`src/rtl/csr_regfile.sv`:
```
// csr_regfile: LoongArch CSR file with exception/ertn handling, stable timer and interrupt latching.
module csr_regfile (
    input  logic        clk,
    input  logic        reset,
    input  logic        csr_re,
    input  logic [13:0] csr_num,
    output logic [31:0] csr_rvalue,
    input  logic        csr_we,
    input  logic [31:0] csr_wmask,
    input  logic [31:0] csr_wvalue,
    input  logic        wb_ex,
    input  logic [5:0]  wb_ecode,
    input  logic [8:0]  wb_esubcode,
    input  logic [31:0] wb_ex_pc,
    input  logic [31:0] wb_vaddr,
    input  logic        ertn_flush,
    input  logic [7:0]  hw_int_in,
    input  logic        ipi_int_in,
    output logic [31:0] ex_entry,
    output logic [31:0] ertn_entry,
    output logic        has_int
);
    logic [8:0]  crmd;
    logic [2:0]  prmd;
    logic [12:0] lie;
    logic [12:0] is;
    logic [5:0]  ecode;
    logic [8:0]  esub;
    logic [31:0] era, badv, tid, tcfg, tval;
    logic [25:0] eentry;
    logic [31:0] save [4];
    logic        timer_en;
    logic [31:0] wd;
    logic        we, tcfg_wr, ticlr, tset;
    logic        unused;

    assign unused = csr_re;

    always_comb begin
        csr_rvalue = 32'h0;
        case (csr_num)
            14'h00: csr_rvalue = {23'h0, crmd};
            14'h01: csr_rvalue = {29'h0, prmd};
            14'h04: csr_rvalue = {19'h0, lie};
            14'h05: csr_rvalue = {1'b0, esub, ecode, 3'h0, is};
            14'h06: csr_rvalue = era;
            14'h07: csr_rvalue = badv;
            14'h0c: csr_rvalue = {eentry, 6'h0};
            14'h30, 14'h31, 14'h32, 14'h33: csr_rvalue = save[csr_num[1:0]];
            14'h40: csr_rvalue = tid;
            14'h41: csr_rvalue = tcfg;
            14'h42: csr_rvalue = tval;
            default: csr_rvalue = 32'h0;
        endcase
    end

    // merging against the read value; TICLR reads 0 so wd[0] is exactly wmask&wvalue bit 0
    assign wd      = (csr_rvalue & ~csr_wmask) | (csr_wvalue & csr_wmask);
    assign we      = csr_we & ~wb_ex;
    assign tcfg_wr = we && csr_num == 14'h41;
    assign ticlr   = we && csr_num == 14'h44 && wd[0];
    assign tset    = !tcfg_wr && timer_en && tval == 32'h0;

    assign ex_entry   = {eentry, 6'h0};
    assign ertn_entry = era;
    assign has_int    = crmd[2] & |(is & lie);

    always_ff @(posedge clk) begin
        if (reset) begin
            crmd     <= 9'h008;
            prmd     <= 3'h0;
            lie      <= 13'h0;
            is       <= 13'h0;
            ecode    <= 6'h0;
            esub     <= 9'h0;
            era      <= 32'h0;
            badv     <= 32'h0;
            eentry   <= 26'h0;
            save     <= '{default: 32'h0};
            tid      <= 32'h0;
            tcfg     <= 32'h0;
            tval     <= 32'h0;
            timer_en <= 1'b0;
        end else begin
            if (wb_ex) begin
                crmd[2:0] <= 3'h0;
                prmd      <= crmd[2:0];
                ecode     <= wb_ecode;
                esub      <= wb_esubcode;
                era       <= wb_ex_pc;
                if (wb_ecode == 6'h08)
                    badv <= wb_ex_pc;
                else if (wb_ecode == 6'h09)
                    badv <= wb_vaddr;
            end else begin
                if (we) begin
                    case (csr_num)
                        14'h00: crmd <= wd[8:0];
                        14'h01: prmd <= wd[2:0];
                        14'h04: lie <= wd[12:0] & 13'h1bff;
                        14'h05: is[1:0] <= wd[1:0];
                        14'h06: era <= wd;
                        14'h07: badv <= wd;
                        14'h0c: eentry <= wd[31:6];
                        14'h30, 14'h31, 14'h32, 14'h33: save[csr_num[1:0]] <= wd;
                        14'h40: tid <= wd;
                        14'h41: tcfg <= wd;
                        default: ;
                    endcase
                end
                // later assignment overrides a coincident CRMD write on PLV/IE
                if (ertn_flush)
                    crmd[2:0] <= prmd;
            end
            is[9:2] <= hw_int_in;
            is[12]  <= ipi_int_in;
            is[11]  <= tset | (is[11] & ~ticlr);
            if (tcfg_wr) begin
                timer_en <= wd[0];
                tval     <= {wd[31:2], 2'b00};
            end else if (timer_en) begin
                if (tval != 32'h0)
                    tval <= tval - 32'h1;
                else if (tcfg[1])
                    tval <= {tcfg[31:2], 2'b00};
                else
                    timer_en <= 1'b0;
            end
        end
    end
endmodule
```
`config.mk`:
```
export PLATFORM = sky130hd
export DESIGN_NAME = csr_regfile
export DESIGN_NICKNAME = d
export VERILOG_FILES = /design/src/rtl/csr_regfile.sv
export SDC_FILE = /design/constraint.sdc
export NUM_CORES = 1
export LEC_CHECK = 0
export ABC_AREA = 1
export CAP_MARGIN = 15
export CORE_ASPECT_RATIO = 0.9
export CORE_MARGIN = 5
export CORE_UTILIZATION = 40
export CTS_BUF_LIST = sky130_fd_sc_hd__clkbuf_4
export DETAILED_ROUTE_END_ITERATION = 16
export GPL_TIMING_DRIVEN = 0
export HOLD_SLACK_MARGIN = 0.05
export PLACE_DENSITY_LB_ADDON = 0.08
export REMOVE_ABC_BUFFERS = 1
export SLEW_MARGIN = 20
export SYNTH_ARGS = -nofsm -noshare
export SYNTH_HDL_FRONTEND = slang
export SYNTH_SLANG_ARGS = --single-unit
```
`constraint.sdc`:
```
create_clock -name clk -period 2.5 [get_ports clk]
set_clock_uncertainty 0.1 [all_clocks]
set_input_delay 0.5 -clock clk [delete_from_list [all_inputs] [get_ports clk]]
set_output_delay 0.5 -clock clk [all_outputs]
set_load 0.005 [all_outputs]
```
* Word-level counts from Yosys, hierarchy flattened
Index checks and enable logic that the tools add are counted.
Widths: inputs -> output; s select.
** Word-level totals
- Register bits after elaboration :: 366
- Input port bits :: 172
- Output and inout port bits :: 97
- Word-level logic and storage cells :: 117
** Operators by class
- Add/sub/neg operators :: 1
- Magnitude comparators :: 2
- Equality and inequality tests :: 17
- Multiplexer cells :: 29
- Bitwise logic cells :: 12
- Reduce and logical (&&, ||, !) cells :: 36
** Operator list (number)
- $mux 32 :: 15
- $pmux 32 s11 :: 1
- $bwmux 128 :: 1
- $and 32x32->32 :: 2
- $bmux 32 s2 :: 1
- $demux 32 s2 :: 1
- $eq 14x3->1 const B :: 4
- $eq 14x6->1 const B :: 4
- $eq 14x7->1 const B :: 4
- $logic_not 32->1 :: 1
- $not 32->32 :: 1
- $or 32x32->32 :: 1
- $reduce_bool 32->1 :: 1
- $sub 32x1->32 const B :: 1
- $reduce_and 3->1 :: 8
- $mux 3 :: 6
- $reduce_bool 2->1 :: 8
- $eq 14x1->1 const B :: 1
- $eq 14x4->1 const B :: 1
- $logic_not 14->1 :: 1
- $and 13x13->13 :: 1
- $reduce_or 13->1 :: 1
- $eq 6x4->1 const B :: 2
- $reduce_and 2->1 :: 5
- 13 further kinds :: 25

* Logic depth before layout (Yosys ltp)
Gate-level depths: netlist (run 1).
- Depth after elaboration :: 11
- Depth in mapped cells :: 15

* Worst setup path after synthesis (run 1)
OpenSTA, ideal clock, no wires.
- Path kind :: input -> output
- Start point :: input csr_num[0]
- End point :: output csr_rvalue[15]
- Data arrival time :: 1.663 ns
- Slack :: 0.237 ns
- Cell stages on the path :: 11
- Path buffers :: 2
- Path through :: buf_4 -> nor2_4 -> nand2_1 -> nor2_4 -> nand2_2 -> inv_2 -> buf_4 -> nand2_1 -> o21ai_0 -> nor3b_1 -> o2111ai_1
** On the way
- Longest elaborated chain between the ends :: 5
- Elaborated cells between the ends (all ways) :: 20
- Classes of those cells :: eq/ne (13); mux (4); bitwise (1); reduce/logical (2)
** Ends and longest elaborated chain
- start: declaration :: line 6 : input logic [13:0] csr_num,
- $not 2->3 (implied by the code) :: line 49 : 14'h30, 14'h31, 14'h32, 14'h33: csr_rvalue = save[csr_num[1:0]];
- $bmux 32 s2 :: line 49
- $mux 32 (implied by the code) (2 in a row) :: line 49
- $pmux 32 s11 * :: line 41 : case (csr_num)
- end: declaration :: line 7 : output logic [31:0] csr_rvalue,
Mark *: on every way between the ends. The rest lies on a longest branch, timed or not. The select of a mux whose other input is x is not followed.

* Final worst setup path (run 1)
- Start point :: input csr_num[4]
- End point :: output csr_rvalue[6]
** On the way
- Longest elaborated chain between the ends :: 3
- Elaborated cells between the ends (all ways) :: 16
- Classes of those cells :: eq/ne (13); mux (1); reduce/logical (2)
** Ends and longest elaborated chain (line)
- $eq 14x6->1 :: 41
- $reduce_or 4->1 :: 41
- $pmux 32 s11 * :: 41
Mark *: on every way between the ends. The rest lies on a longest branch, timed or not.

==> results.tsv, run 1 <==
stage	metric	value	unit
pwr	peakVddDrop	336	uV
detailed_routing	drtAntennaViolNets	0	
pwr	powerDensity	461	nW/um^2
sta	fmax	0.362	GHz
critical_path	endpoint_kind	output pin	
clock_tree	tritoncts	done	
detailed_routing	finalWirelength	96100	um
synth	synth_edf_count	0	
detailed_routing	remaining_drc_errors	0	
synth	synth_cells	2910	
detailed_routing	vias	23700	
hold_path	hold_class	input port to register	
layout	drive_above_1_share	23.7	%
clock_tree	clkLatencyLatePin	900	ps
floorplan	start_util	40.2	%
sta	fin_ws	-264	ps
global_routing	grt-ovfl-total	0	
floorplan	die_width	241	um
critical_path	cp_max_fo	4	
floorplan	io_pins	269	
synth	yosys_warnings	0	
sta	setup_tns	-6210	ps
synth	synth.most_common_cell	nand2_1	
sta	grt_setup_unrepaired	yes	
job	maxCapViolCount	0	
floorplan	fp.dieArea	52400	um^2
placement	place.gp.congestion	0.919	
global_routing	antenna_found_initial	2	
sta	maxSlewViolCount	0	
placement	dp_hpwl	56700	um
sta	worstMarginPinSlew	971	ps
clock_tree	cts_buffers	98	
synth	synth-seq-cells	366	
synth	synth_common_cells	nand2_1 (591), dfxtp_1 (366), nand3_1 (363), o21ai_0 (347), a21oi_1 (330)	
clock_tree	cts-htree-levels	3	
synth	ys_top_cells_by_area	dfxtp_1 (38%), nand2_1 (12%), nand3_1 (9.5%), o21ai_0 (9.1%), a21oi_1 (8.6%)	
synth	synth.largest_area_cell	dfxtp_1	
sta	setup_violations	39	
pwr	leakagePower	12.2	nW
sta	min_period_over_period	111	%
sta	whs	108	ps
clock_tree	clock_path_buffers	3	
detailed_routing	wl_per_cell	23.6	um
layout	finalNetCount	3548	
critical_path	r2r_slack	150	ps
placement	port-buffer-count	261	
synth	async_flop_share	0	%
synth	netlist_area	19100	um^2
run_status	status	finished with violations	
layout	area_delta_synth_final	45.8	%
layout	fin_area	27900	um^2
global_routing	grt_pass1_vias	22200	
synth	synth_top_area_share	38.3	%
synth	ys_types	43	
critical_path	required	1900	ps
detailed_routing	vias_per_cell	5.81	
clock_tree	cts_sinks	366	
layout	fill_cells	4424	
global_routing	grt_use_total	34.8	%
floorplan	core	47600	um^2
synth	yosysSeqAreaShare	38.3	%
run_status	violations	setup timing	
detailed_routing	firstDrtPassIters	6	
clock_tree	cts_root_buffer	clkbuf_4	
sta	hold_violations	0	
critical_path	critPathLaunchType	input port	
sta	finalCriticalPeriod	2760	ps
layout	post-route-util	58.6	%
synth	ys.flop_type	dfxtp_1	
floorplan	rows	76	
critical_path	critical_path_arrival	2160	ps
detailed_routing	dr.first_iter.drc_count	2771	
critical_path	crit_type	input port to output pin	
clock_tree	clk_pin_slew	70	ps
floorplan	die_y	218	um
global_routing	grt_max_degree	142	
placement	dpl_cell_area	22600	um^2
sta	maxSlewHeadroom	35.1	%
global_routing	grt_pass1_wl	139000	um
synth	avgSynthCellArea	6.58	um^2
## per-layer routing
layer | routed length (um) | vias to the layer above | global-route usage [%] | share of wire, %
li1 | - | 10800 | - | -
met1 | 38800 | 11300 | 46.0 | 40
met2 | 42500 | 1322 | 54.2 | 44
met3 | 9890 | 310 | 8.55 | 10
met4 | 4920 | 0 | 15.1 | 5.1
met5 | 0 | - | 0 | 0
## state kept, by name (all words and copies together), names as in the netlist, 9 cells and up
register    count
is             12
badv           32
esub            9
ertn_entry     32
lie            12
save          128
tcfg           32
tval           32
crmd            9
tid            32
eentry         26
## kinds of logic (layout without fill, tap and decap cells)
group / count (synthesis) / in the layout / synth area share (%)
compound gates: 724 / 725 / 19.4
xor+xnor: 18 / 18 / 0.823
fa+ha+maj: 2 / 2 / 0.131
buf+inv: 414 / 935 / 8.70
flops: 366 / 366 / 38.3
other cells: 1 / 11 / 0.0196
simple gates: 1385 / 1393 / 32.6
## layout by cell type, fill, tap and decap left out, types with 45 or more instances in the layout
master,Yosys,layout
nand3_1,363,310
clkbuf_4,0,145
buf_12,0,50
buf_6,2,45
o21ai_0,347,323
nand4_1,67,67
inv_1,210,202
dfxtp_1,366,352
nor2_1,245,173
nand2_1,591,551
clkdlybuf4s50_1,0,212
nor2_4,8,50
nand3_2,19,63
a21oi_1,330,320
buf_4,13,137
nor2_2,14,49
## final timing paths
check	start	end	cells after the start
setup reg to reg	tval[25]$_SDFFE_PP0P_	tval[24]$_SDFFE_PP0P_	9
hold / removal	wb_esubcode[1]	esub[1]$_SDFFE_PP0P_	3
hold reg to reg	tcfg[9]$_SDFFE_PP0P_	tcfg[9]$_SDFFE_PP0P_	2
setup / recovery	csr_num[4]	csr_rvalue[6]	13
## power breakdown
part / internal [mW] / switching [mW] / total [mW]
registers: 5.89 / 0.0441 / 5.93
clock network: 2.91 / 2.71 / 5.62
logic: 0.577 / 0.762 / 1.34
total: 9.38 / 3.51 / 12.9
## final cells by class
cell class / instances / area (um^2) / area share [%]
diodes: 5 / 12.5 / 0.0448
clock buffers: 143 / 1070 / 3.84
clock inverters: 28 / 185 / 0.663
inverters: 224 / 945 / 3.38
multi-input cells: 2144 / 11600 / 41.5
flip-flops and latches: 366 / 7340 / 26.3
well taps: 624 / 781 / 2.80
repair buffers: 538 / 5980 / 21.4
repair inverters: 2 / 13.8 / 0.0493
## repair_timing
item                                    in CTS  in global routing
endpoints found under the hold margin       48                  0
gates resized for setup                    517                131
hold buffers                                16                  0
pin swaps                                  113                 75
cloned                                      21                  2
setup buffers                              193                 28
endpoints found under the setup margin     375                117
## critical path, cell delays in order
cell,delay (ps)
buf_2,130
nor2_4,70
nand2_4,110
nor2_4,60
buf_12,140
buf_12,120
nand2_8,120
clkinvlp_4,130
buf_6,130
nand2_2,50
nand3_1,60
or3_1,390
buf_2,140
## metrics by stage
stage | power [mW] | std cells | setup slack (ps)
after CTS | 12.9 | 4046 | -247
after global routing | 13.4 | 4073 | -310
after floorplan | 6.48 | 2725 | -1820
after global placement | 7.09 | 3610 | -8560
after detailed placement | 7.14 | 3646 | -4050
final | 12.9 | 4074 | -264
No activity file was read; power rests on OpenSTA's default activity.
==> inputs of run 2 (changes only) <==
Settings changed: CORE_MARGIN 5 to default, CTS_BUF_LIST sky130_fd_sc_hd__clkbuf_4 to sky130_fd_sc_hd__clkbuf_8 sky130_fd_sc_hd__clkbuf_16.
==> results.tsv, run 2 (synthesis results as in run 1) <==
stage	metric	value	unit
placement	dp_hpwl	54100	um
hold_path	hold_class	input port to register	
sta	fmax	0.357	GHz
clock_tree	tritoncts	done	
layout	largest_reg_flops	128	
floorplan	start_util	40.8	%
layout	final_common_cell	nand2_1	
critical_path	critical_path_arrival	2200	ps
critical_path	critPathLaunchType	input port	
layout	drive_above_1_share	22.1	%
critical_path	cp_cell_sequence	buf_16 > buf_12 > nor2_4 > buf_12 > nand2_2 > nor2_4 > nand2_8 > buf_4 > o211ai_1 > nor3_2 > o2111ai_2 > buf_2	
clock_tree	clk_pin_slew	60	ps
critical_path	r2r_slack	60	ps
critical_path	required	1900	ps
run_status	status	finished with violations	
hold_path	hold_end	ertn_entry[24]$_SDFFE_PP0P_	
global_routing	grt_pass1_vias	21600	
detailed_routing	finalWirelength	94200	um
layout	finalNetCount	3481	
hold_path	holdPathStages	2	
detailed_routing	vias	23300	
pwr	peakVddDrop	438	uV
floorplan	core	46900	um^2
critical_path	r2r_start	tval[20]$_SDFFE_PP0P_	
critical_path	slowest_delay	250	ps
critical_path	endpoint_kind	output pin	
sta	grt_setup_unrepaired	yes	
placement	place.gp.congestion	0.928	
floorplan	io_pins	269	
hold_path	min-delay-start	reset	
layout	final_cell_mix	nand2_1 (542), dfxtp_1 (366), o21ai_0 (327), a21oi_1 (323), nand3_1 (293)	
global_routing	antenna_found_initial	0	
detailed_routing	remaining_drc_errors	0	
run_status	violations	setup timing	
layout	top_register	save	
critical_path	cp_max_fo	6	
clock_tree	clkLatencyLatePin	580	ps
pwr	leakagePower	12.3	nW
clock_tree	cts_root_buffer	clkbuf_16	
sta	fin_ws	-301	ps
floorplan	die_y	210	um
clock_tree	clock_path_buffers	3	
clock_tree	cts_sinks	366	
floorplan	die_width	233	um
global_routing	grt_use_total	37.0	%
detailed_routing	wl_per_cell	23.8	um
critical_path	rr_worst_depth	11	
sta	maxSlewViolCount	0	
clock_tree	cts_buffers	42	
sta	setup_tns	-6430	ps
clock_tree	cts-htree-levels	2	
critical_path	crit_type	input port to output pin	
detailed_routing	dr.first_iter.drc_count	2752	
floorplan	fp.dieArea	48800	um^2
pwr	powerDensity	483	nW/um^2
critical_path	reg2reg_to	tval[7]$_SDFFE_PP0P_	
sta	finalCriticalPeriod	2800	ps
critical_path	slowest_stage	nor2_4	
sta	worstMarginPinSlew	1050	ps
sta	maxSlewHeadroom	29.7	%
sta	setup_violations	32	
global_routing	grt_max_degree	157	
sta	min_period_over_period	112	%
clock_tree	cts_hold_buf	0	
layout	antenna_cells	0	
layout	fill_cells	4136	
layout	post-route-util	60.5	%
layout	area_delta_synth_final	48.2	%
global_routing	grt-ovfl-total	0	
detailed_routing	drtAntennaViolNets	0	
detailed_routing	vias_per_cell	5.90	
sta	hold_violations	0	
global_routing	grt_pass1_wl	136000	um
detailed_routing	firstDrtPassIters	8	
job	maxCapViolCount	0	
placement	port-buffer-count	261	
floorplan	rows	75	
[run 2: changes by cell type in the layout (fill, tap and decap cells not counted), sizes merged, moves of 2 or more]
cell,previous run,this run
buf,302,306
clkbuf,147,62
dlygate4sd3,16,0
diode,5,0
clkinvlp,4,6
clkinv,27,10
bufbuf,4,2
inv,220,226
[run 2: how the worst max path moves through the flow]
stage,to,slack (ps),cells past startpoint,startpoint
2_1_floorplan,badv[0]$_SDFFE_PP0P_,-1820,10,csr_num[11]
3_3_place_gp,tval[5]$_SDFFE_PP0P_,-8250,4,reset
3_5_place_dp,csr_rvalue[19],-3700,11,csr_num[1]
4_1_cts,csr_rvalue[8],-280,11,csr_num[0]
5_1_grt,csr_rvalue[1],-350,13,csr_num[6]
6_report,csr_rvalue[2],-300,12,csr_num[1]
[run 2: layout make-up]
class                           instances  area (um^2)  share of cell area, %
Clock buffer                           55         1260                   4.45
Clock inverter                         20          169                  0.595
Inverter                              224          967                   3.41
Multi-Input combinational cell       2144        11800                   41.7
Sequential cell                       366         7330                   25.8
Tap cell                              616          771                   2.72
Timing Repair Buffer                  528         6050                   21.3
Timing Repair inverter                  1         8.76                 0.0309
[run 2: per-layer routing]
layer | part of all wire [%] | global-route usage [%] | vias to the layer above
met5 | 0 | 0 | -
met3 | 9.8 | 6.58 | 335
met4 | 5.9 | 19.0 | 0
met1 | 40 | 48.4 | 11100
met2 | 44 | 58.2 | 1390
li1 | - | - | 10600
[run 2: stage by stage]
step / hold slack [ps] / area, um^2 / power, mW / cells / setup slack [ps]
after floorplan: 340 / 18300 / 6.48 / 2725 / -1820
after global placement: 360 / 21700 / 7.09 / 3602 / -8250
after detailed placement: 366 / 22500 / 7.12 / 3638 / -3700
after CTS: 284 / 27400 / 13.7 / 3924 / -275
after global routing: 303 / 28400 / 14.0 / 3954 / -355
final: 301 / 28400 / 13.7 / 3954 / -301
[run 2: report_power, final]
part	switching [mW]	leakage [nW]	internal, mW
Combinational	0.742	8.59	0.556
Sequential	0.0433	2.96	5.89
Clock	2.64	0.741	3.84
Total	3.42	12.3	10.3
[run 2: critical path: cells and delay by family]
kind,cells,cell delay [ps]
AOI/OAI and AO/OA,2,290
and+or+nand+nor,5,690
buffers and inverters,5,710
[run 2: what timing repair did]
item	in CTS	in global routing
pin swaps	114	72
endpoints found under the setup margin	375	249
gates cloned	21	3
setup buffers	193	33
endpoints found under the hold margin	0	0
gates resized for setup	509	193
